File: src/rtl/countdown_timer.sv
// Loadable seconds countdown timer: divides clock by cycles_per_second and counts Q down to zero.
// Optional auto-reload on expiry is enabled by defining COUNTDOWN_TIMER_AUTO_RELOAD_EN.
module countdown_timer #(
   parameter int cycles_per_second = 25000000,
   parameter int WIDTH             = 8
) (
   input  logic             clock,
   input  logic             clear,
   input  logic             load,
   input  logic [WIDTH-1:0] load_value,
   input  logic             count,
   output logic [WIDTH-1:0] Q,
   output logic             tick,
   output logic             done,
   output logic             running,
   output logic             expired
);

   localparam int PW = (cycles_per_second > 1) ? $clog2(cycles_per_second) : 1;
   localparam logic [PW-1:0] PRESC_LAST = PW'(cycles_per_second - 1);

   typedef enum logic [1:0] {
      ST_IDLE    = 2'd0,
      ST_RUNNING = 2'd1,
      ST_EXPIRED = 2'd2
   } state_t;

   state_t           state_q, state_d;
   logic [WIDTH-1:0] q_q, q_d;
   logic [PW-1:0]    presc_q, presc_d;
   logic             tick_q, tick_d;
   logic             done_q, done_d;
   logic             running_q, running_d;
   logic             expired_q, expired_d;

   logic             sec_end_s;
   logic             final_sec_s;
   logic             step_s;
   logic             rearm_s;
   logic [WIDTH-1:0] rearm_val_s;

   assign sec_end_s   = (presc_q == PRESC_LAST);
   assign final_sec_s = (q_q == WIDTH'(1));
   assign step_s      = (state_q == ST_RUNNING) && count && !load;

`ifdef COUNTDOWN_TIMER_AUTO_RELOAD_EN
   logic [WIDTH-1:0] reload_q, reload_d;

   // Start value remembered for rearming after each expiry.
   always_comb begin
      if (load) begin
         reload_d = load_value;
      end else begin
         reload_d = reload_q;
      end
   end

   // Reload register.
   always_ff @(posedge clock) begin
      if (clear) begin
         reload_q <= '0;
      end else begin
         reload_q <= reload_d;
      end
   end

   assign rearm_s     = (reload_q != '0);
   assign rearm_val_s = reload_q;
`else
   assign rearm_s     = 1'b0;
   assign rearm_val_s = '0;
`endif

   // State register.
   always_ff @(posedge clock) begin
      if (clear) begin
         state_q <= ST_IDLE;
      end else begin
         state_q <= state_d;
      end
   end

   // Next-state logic; load is accepted from every state.
   always_comb begin
      state_d = state_q;
      if (load) begin
         state_d = (load_value != '0) ? ST_RUNNING : ST_EXPIRED;
      end else if (step_s && sec_end_s && final_sec_s && !rearm_s) begin
         state_d = ST_EXPIRED;
      end else begin
         state_d = state_q;
      end
   end

   // Datapath and flag values for the next edge.
   always_comb begin
      q_d     = q_q;
      presc_d = presc_q;
      tick_d  = 1'b0;
      done_d  = 1'b0;
      if (load) begin
         q_d     = load_value;
         presc_d = '0;
      end else if (step_s) begin
         if (sec_end_s) begin
            presc_d = '0;
            tick_d  = 1'b1;
            if (final_sec_s) begin
               done_d = 1'b1;
               q_d    = rearm_s ? rearm_val_s : '0;
            end else begin
               q_d = q_q - WIDTH'(1);
            end
         end else begin
            presc_d = presc_q + PW'(1);
         end
      end else begin
         q_d     = q_q;
         presc_d = presc_q;
      end
      running_d = (state_d == ST_RUNNING);
      expired_d = (state_d == ST_EXPIRED);
   end

   // Datapath and output registers.
   always_ff @(posedge clock) begin
      if (clear) begin
         q_q       <= '0;
         presc_q   <= '0;
         tick_q    <= 1'b0;
         done_q    <= 1'b0;
         running_q <= 1'b0;
         expired_q <= 1'b0;
      end else begin
         q_q       <= q_d;
         presc_q   <= presc_d;
         tick_q    <= tick_d;
         done_q    <= done_d;
         running_q <= running_d;
         expired_q <= expired_d;
      end
   end

   assign Q       = q_q;
   assign tick    = tick_q;
   assign done    = done_q;
   assign running = running_q;
   assign expired = expired_q;

endmodule

File: config.mk
export PLATFORM = sky130hd
export DESIGN_NAME = countdown_timer
export DESIGN_NICKNAME = d
export VERILOG_FILES = /design/src/rtl/countdown_timer.sv
export SDC_FILE = /design/constraint.sdc
export NUM_CORES = 1
export LEC_CHECK = 0
export BUFFER_PORTS_ARGS = -buffer_cell sky130_fd_sc_hd__buf_2
export CAP_MARGIN = 25
export CORE_MARGIN = 2
export CORE_UTILIZATION = 25
export DETAILED_ROUTE_END_ITERATION = 7
export PLACE_DENSITY = 0.42
export REMOVE_ABC_BUFFERS = 1
export SKIP_CTS_REPAIR_TIMING = 1
export SLEW_MARGIN = 10
export SYNTH_ARGS = -nofsm -noshare
export SYNTH_HDL_FRONTEND = slang
export SYNTH_SLANG_ARGS = --single-unit
File: constraint.sdc
create_clock -name clock -period 1.8 [get_ports clock]
set_input_delay 0.09 -clock clock [delete_from_list [all_inputs] [get_ports clock]]
set_output_delay 0.09 -clock clock [all_outputs]
set_load 0.02 [all_outputs]
==> metrics.md, run 1 <==
| Metric | Value |
|---|---|
| Status | finished, final reports clean |
| Post-synth top area cell | dfxtp_1 |
| GRT Util Overall | 0.121 |
| Iter 0 DRT Violations | 41 |
| Post-synthesis cell count | 223 |
| Slew Viols, Final | 0 |
| CTS Buf Count | 5 |
| Hold WC Path Type | primary input to flop |
| CTS tree | done |
| Final hold violations | 0 |
| Row count | 32 |
| Root Buffer | clkbuf_8 |
| Crit share post-route | 0.967 |
| CP bufs+invs | 2 |
| Crit path max-delay family | simple AND/OR/NAND/NOR gates |
| Final Instance Area | approximately 2700 sq um |
| Core Area | just under 8000 sq um |
| Crit-path slowest cell | dfxtp_2 |
| PortBufs | 23 |
| Synth top area share | 0.389 |
| Crit end category | flop |
| First-pass GRT wire length | between 8000 and 9000 um |
| Setup TNS | 0 ns |
| Pwr/cell area | 631 nW/um^2 |
| DPL Wire Length | between 3000 and 4000 um |
| Minimum clock period | 1.74 ns |
| Synth-to-Final Area Change | 33.7% |
| Prevailing post-synth register cell | dfxtp_1 |
| P_leak | about 1.0 nW |
| Critical Path RT | around 2 ns |
| RSZ-0062 raised after global routing | yes |
| MaxCap Viol Count | 0 |
| Power share of the clock group | 0.355 |
| Worst-path fanout max | 5 |
| Final #Nets | 303 |
| Worst-Skew Late Latency | around 0.29 ns |
| Largest net degree at the start of global routing | 26 |
| Synth top area cells | dfxtp_1, nor2_1, xnor2_1 |
| Cell Int Power | ~1.3 mW |
| Full die area | just under 9000 sq um |
| Layout cells sized above 1 | 0.347 |
| Actual slew at the worst max-slew pin | about 0.34 ns |
| Fmax | around 570 MHz |
| Final setup fails | 0 |
| Psw | 426 uW |
| CP Class | flop to flop |
| Placed Area | 2510 sq um |
| Peak supply drop | between 0.2 and 0.25 mV |
| Relative slew slack | 0.764 |
| Reg clk slew, reported paths | ~0.080 ns |
| Seq cells post-synth | 39 |
| Comb pwr share | 0.115 |
| Routed vias/inst | 4.60 |
| Part of the power in registers | 0.529 |
| I/O pin cnt | 24 |
| DRT Wirelength | 5040 um |
| Grt total ovfl | 0 |
| Post-DR wirelength/cell | 12.9 um |
| Number of flops mapped to enable cells by yosys | 0 |
| Router iterations before antenna repair | 4 |
| Setup ws final | 0.0600 ns |
| Antenna diodes | 0 |
| Total chip power | about 1.7 mW |
| Residual DRC | 0 |
| Antenna violations before repair | 0 |
| Post-Syn Area | 2010 sq um |
| Yosys warning total | 0 |
| CP peak stage delay | about 0.36 ns |
| Die width | 93.6 um |
| Initial Util | 0.259 |
| CTS max path bufs | 2 |
| Antenna-violating nets left | 0 |
| Post-Synthesis Mean Instance Area | roughly 9 sq um |
| CP Launch Type | flop |
| Cell variety after synth | 54 |
| Arr. time, crit path | approximately 1.9 ns |
| Post-Place Setup Slack | -0.215 ns |
| Via count | 1793 |
| Fillers | 835 |
| Sequential fraction of the synthesis area | 0.389 |
| Vias in the first global route | between 1500 and 2000 |
| Switching share of power | 0.252 |
| Critical path's most frequent cell | buf_4 |
| Post-synth ARST share | 0 |
| Gpl congestion | 0.809 |
| Final clock skew | around 0.0064 ns |
| Die Y | between 90 and 100 um |
| CTS sink cnt | 39 |
| Crit-path cells | ha_4 > and4_4 > buf_4 > nand3_2 > nor4_2 > buf_4 > xnor2_1 > nor2_1 |
| H-Tree Depth | 2 |
## cell families (layout without fill, tap and decap cells)
group,Yosys count,count (layout),synth area share
DFF,39,39,0.389
xor gates and xnor gates,25,25,0.109
adders and majority gates,3,3,0.0187
AOI/OAI and AO/OA,22,22,0.0829
and+or+nand+nor,114,114,0.324
muxes,6,6,0.0312
buffers and inverters,14,79,0.0455
## metrics by stage
stage	hold WS (ns)	utilization	instances
after floorplan	0.155	-	215
after global placement	0.336	0.323	380
after detailed placement	0.338	0.323	380
after CTS	0.0289	0.334	387
after global routing	0.0379	0.346	390
final	0.0321	0.346	390
## placed cells by master, fill, tap and decap left out, types with 2 or more instances in the layout
cell type and instances:
clkbuf_8 6, xnor2_1 14, mux2i_1 4, a211o_1 2
o21bai_1 2, nor3_1 7, nor4b_4 2, and4_4 2
inv_1 5, buf_12 2, nand4bb_1 2, dfxtp_1 36
dfxtp_2 3, buf_2 23, xor2_1 11, nand4_1 8
nor2_1 36, nand3_1 7, o2bb2ai_1 2, buf_4 41
and3_1 3, o22ai_1 2, and3_2 3, nand2_1 17
a21oi_1 4, ha_1 2, nor4_1 5, nand4b_1 2
mux2_2 2, o21a_1 2, and4_1 3
## synthesized netlist by cell type, types with 4 or more instances
| cell type | n |
|---|---|
| a21oi_1 | 4 |
| nand4_1 | 8 |
| xor2_1 | 11 |
| and4_1 | 4 |
| inv_1 | 5 |
| nor3_1 | 7 |
| nand2_1 | 18 |
| mux2i_1 | 4 |
| nand3_1 | 7 |
| nor2_1 | 36 |
| dfxtp_1 | 39 |
| xnor2_1 | 14 |
| nor4_1 | 6 |
## power groups by stage
stage	clock network [mW]	logic (mW)	registers [mW]
after CTS	0.640	0.195	0.895
after global routing	0.672	0.216	0.898
after global placement	0	0.195	0.916
after floorplan	0	0.0850	0.935
final	0.602	0.195	0.896
after detailed placement	0	0.194	0.916
## metal layers
layer  vias to the layer above  share of wire  global-route usage
met5                         -              0                   0
met4                         0          0.012              0.0326
met3                         5          0.038              0.0306
met2                        26           0.47               0.201
met1                       840           0.48               0.156
li1                        922              -                   -
## registers in the layout (all words and copies together), names as in the netlist
register and count:
expired 1, state_q 2, presc_q 25, tick 1, Q 8, done 1
running 1
## path summary, 6_finish.rpt
path | slack [ns] | to | cells past startpoint | startpoint
max | 0.06 | presc_q[24] | 8 | presc_q[0]
min | 0.03 | Q[3] | 2 | load_value[3]
max reg2reg | 0.06 | presc_q[24] | 8 | presc_q[0]
min reg2reg | 0.54 | Q[5] | 2 | Q[5]
## cell type report
class | instances | area [sq um] | share of cell area
Tap cell | 102 | 128 | 0.0475
Multi-Input combinational cell | 170 | 1200 | 0.447
Clock inverter | 1 | 5.00 | 0.00186
Inverter | 6 | 22.5 | 0.00839
Clock buffer | 6 | 82.6 | 0.0308
Sequential cell | 39 | 785 | 0.292
Timing Repair Buffer | 66 | 463 | 0.172
Note: power is estimated with default switching activity, not from simulation.
==> inputs of run 2 (changes only) <==
Settings changed: PLACE_DENSITY 0.42 to 0.47.
==> run 2 against run 1 <==
Compared with the run above:
- sequential share of layout area is 0.33 points higher
- clock skew is 0.0045 ns higher
- final cell count is 0.26% higher
- global-route usage is 0.080 points higher
- sequential cell count stayed put
- clock power is 5.3% lower
- critical path type unchanged
==> metrics.md, run 2 (synthesis gave the netlist of run 1 again) <==
| Metric | Value |
|---|---|
| Arr. time, crit path | 1.95 ns (+0.03 ns) |
| DPL Wire Length | 3650 um (-0.26%) |
| Worst-Skew Late Latency | 0.29 ns (about the same) |
| Cell Int Power | 1.24 mW (-2.2%) |
| PortBufs | 23 (unchanged) |
| Slew Viols, Final | 0 (unchanged) |
| Final #Nets | 303 (unchanged) |
| Final clock skew | 0.0109 ns (+0.00453 ns) |
| Gpl congestion | 0.861 (+6.4%) |
| CTS Buf Count | 5 (unchanged) |
| Switching share of power | 0.256 (+0.00386) |
| CP Launch Type | flop |
| Setup TNS | 0 ns (unchanged) |
| DRT Wirelength | 5000 um (-0.87%) |
| H-Tree Depth | 2 (unchanged) |
| Critical Path RT | 1.97 ns (about the same) |
| CTS max path bufs | 2 (unchanged) |
| Crit path max-delay family | simple AND/OR/NAND/NOR gates |
| Initial Util | 0.259 (unchanged) |
| Reg-to-reg startpoint | presc_q[1] |
| Die Y | 93.6 um (unchanged) |
| Crit end category | flop |
| Final design utilization | 0.341 (-0.00435) |
| I/O pin cnt | 24 (unchanged) |
| Crit-path slowest cell | dfxtp_1 |
| Hold WC Path Type | primary input to flop |
| Layout cells sized above 1 | 0.346 (-0.00120) |
| Post-DR wirelength/cell | 12.8 um (-1.1%) |
| Router iterations before antenna repair | 4 (unchanged) |
| GRT Util Overall | 0.122 (+0.000799) |
| Worst Setup SP | presc_q[1] |
| Iter 0 DRT Violations | 27 (-34%) |
| Comb pwr share | 0.119 (+0.004) |
| P_leak | 1.03 nW (-1.3%) |
| Path depth of the worst reg2reg path | 7 (-1) |
| Die width | 93.6 um (unchanged) |
| Most frequent cells in the layout | buf_4, dfxtp_1, nor2_1, buf_2, nand2_1 |
| CP Class | flop to flop |
| Hold Slack | 0.0407 ns (+0.00858 ns) |
| Largest Register | presc_q |
| Actual slew at the worst max-slew pin | 0.391 ns (+0.0462 ns) |
| Residual DRC | 0 (unchanged) |
| Synth-to-Final Area Change | 32.0% |
| Full die area | 8770 sq um (unchanged) |
| Reg2Reg Capture Point | presc_q[11] |
| Largest register FFs | 25 (unchanged) |
| Power share of the clock group | 0.342 (-0.013) |
| Pwr/cell area | 628 nW/um^2 (-0.41%) |
| MaxCap Viol Count | 0 (unchanged) |
| Largest net degree at the start of global routing | 17 (-35%) |
| Reg2reg setup slack | 0.02 ns (-0.04 ns) |
| CP endpoint | presc_q[11] |
| Row count | 32 (unchanged) |
| CP bufs+invs | 1 (-1) |
| Worst-path fanout max | 14 (+9) |
| Grt total ovfl | 0 (unchanged) |
| Setup ws final | 0.0238 ns (-0.0362 ns) |
| Routed vias/inst | 4.63 (+0.63%) |
| RSZ-0062 raised after global routing | yes |
| Antenna violations before repair | 0 (unchanged) |
| CTS tree | done |
| Post-Place Setup Slack | -0.176 ns (+0.0391 ns) |
| Root Buffer | clkbuf_8 |
| Final setup fails | 0 (unchanged) |
| Part of the power in registers | 0.539 (+0.010) |
| CP peak stage delay | 0.34 ns (-0.02 ns) |
| Antenna-violating nets left | 0 (unchanged) |
| Psw | 426 uW (-0.16%) |
| Reg clk slew, reported paths | 0.08 ns (about the same) |
| Vias in the first global route | 1743 (+1.8%) |
| CTS sink cnt | 39 (unchanged) |
| Peak supply drop | 0.248 mV (+12%) |
| First-pass GRT wire length | 8480 um (+1.2%) |
| Fmax | 563 MHz (-2.0%) |
| Crit share post-route | 0.987 (+0.0201) |
| Crit-path cells | ha_2 > and4_4 > nand4_4 > nor3_1 > a211o_1 > buf_4 > nor2_1 |
| Minimum clock period | 1.78 ns (+0.0362 ns) |
| Final hold violations | 0 (unchanged) |
| Core Area | 7770 sq um (unchanged) |
| Relative slew slack | 0.737 (-0.0269) |
| Antenna diodes | 0 (unchanged) |
| Status | finished, final reports clean |
| Worst path depth | 7 (-1) |
| Commonest non-fill, non-tap cell in the layout | buf_4 |
| Via count | 1809 (+0.89%) |
[run 2: changes by cell type in the layout (fill, tap and decap cells not counted), moves of 2 or more]
cell | previous run | this run
buf_12 | 2 | 0
clkbuf_1 | 0 | 2
nor3_1 | 7 | 5
nor3_2 | 1 | 3
[run 2: worst register-to-register path, stage by stage, from the launching register on]
cell	delay (ns)
dfxtp_1	0.34
ha_2	0.19
and4_4	0.25
nand4_4	0.11
nor3_1	0.30
a211o_1	0.20
buf_4	0.20
nor2_1	0.08
[run 2: cell type report]
type / count / area, sq um
fill: 842 / 5120
clock buffer: 7 / 76.3
multi-input combinational: 170 / 1190
tap: 102 / 128
clock inverter: 1 / 5.00
timing repair buffer: 66 / 442
inverter: 6 / 22.5
sequential: 39 / 783
[run 2: power groups by stage]
stage | registers, mW | clock network [mW] | logic, mW
floorplan | 0.935 | 0 | 0.0850
global placement | 0.915 | 0 | 0.193
detailed placement | 0.915 | 0 | 0.194
CTS | 0.894 | 0.607 | 0.195
global route | 0.900 | 0.647 | 0.219
finish | 0.897 | 0.570 | 0.199
[run 2: worst min path at each step]
stage                             start   end  slack, ns  depth (start not counted)
after floorplan                   clear  Q[0]       0.15                          1
after global placement    load_value[7]  Q[7]       0.34                          3
after detailed placement  load_value[7]  Q[7]       0.34                          3
after CTS                 load_value[7]  Q[7]       0.03                          3
after global routing      load_value[3]  Q[3]       0.05                          2
final                     load_value[7]  Q[7]       0.04                          3
[run 2: metal layers]
layer,part of all wire,vias to the layer above,routed length (um),track usage
met5,0,-,0,0
met1,0.47,844,2340,0.165
met2,0.47,38,2330,0.192
li1,-,923,-,-
met3,0.057,4,285,0.0314
met4,0.0088,0,44,0.0326
[run 2: through the flow]
stage	total power [mW]	instance area, sq um	std cells
6_report	1.66	2650	391
5_1_grt	1.77	2650	391
4_1_cts	1.70	2580	390
3_5_place_dp	1.11	2500	382
3_3_place_gp	1.11	2500	382
2_1_floorplan	1.02	1940	215
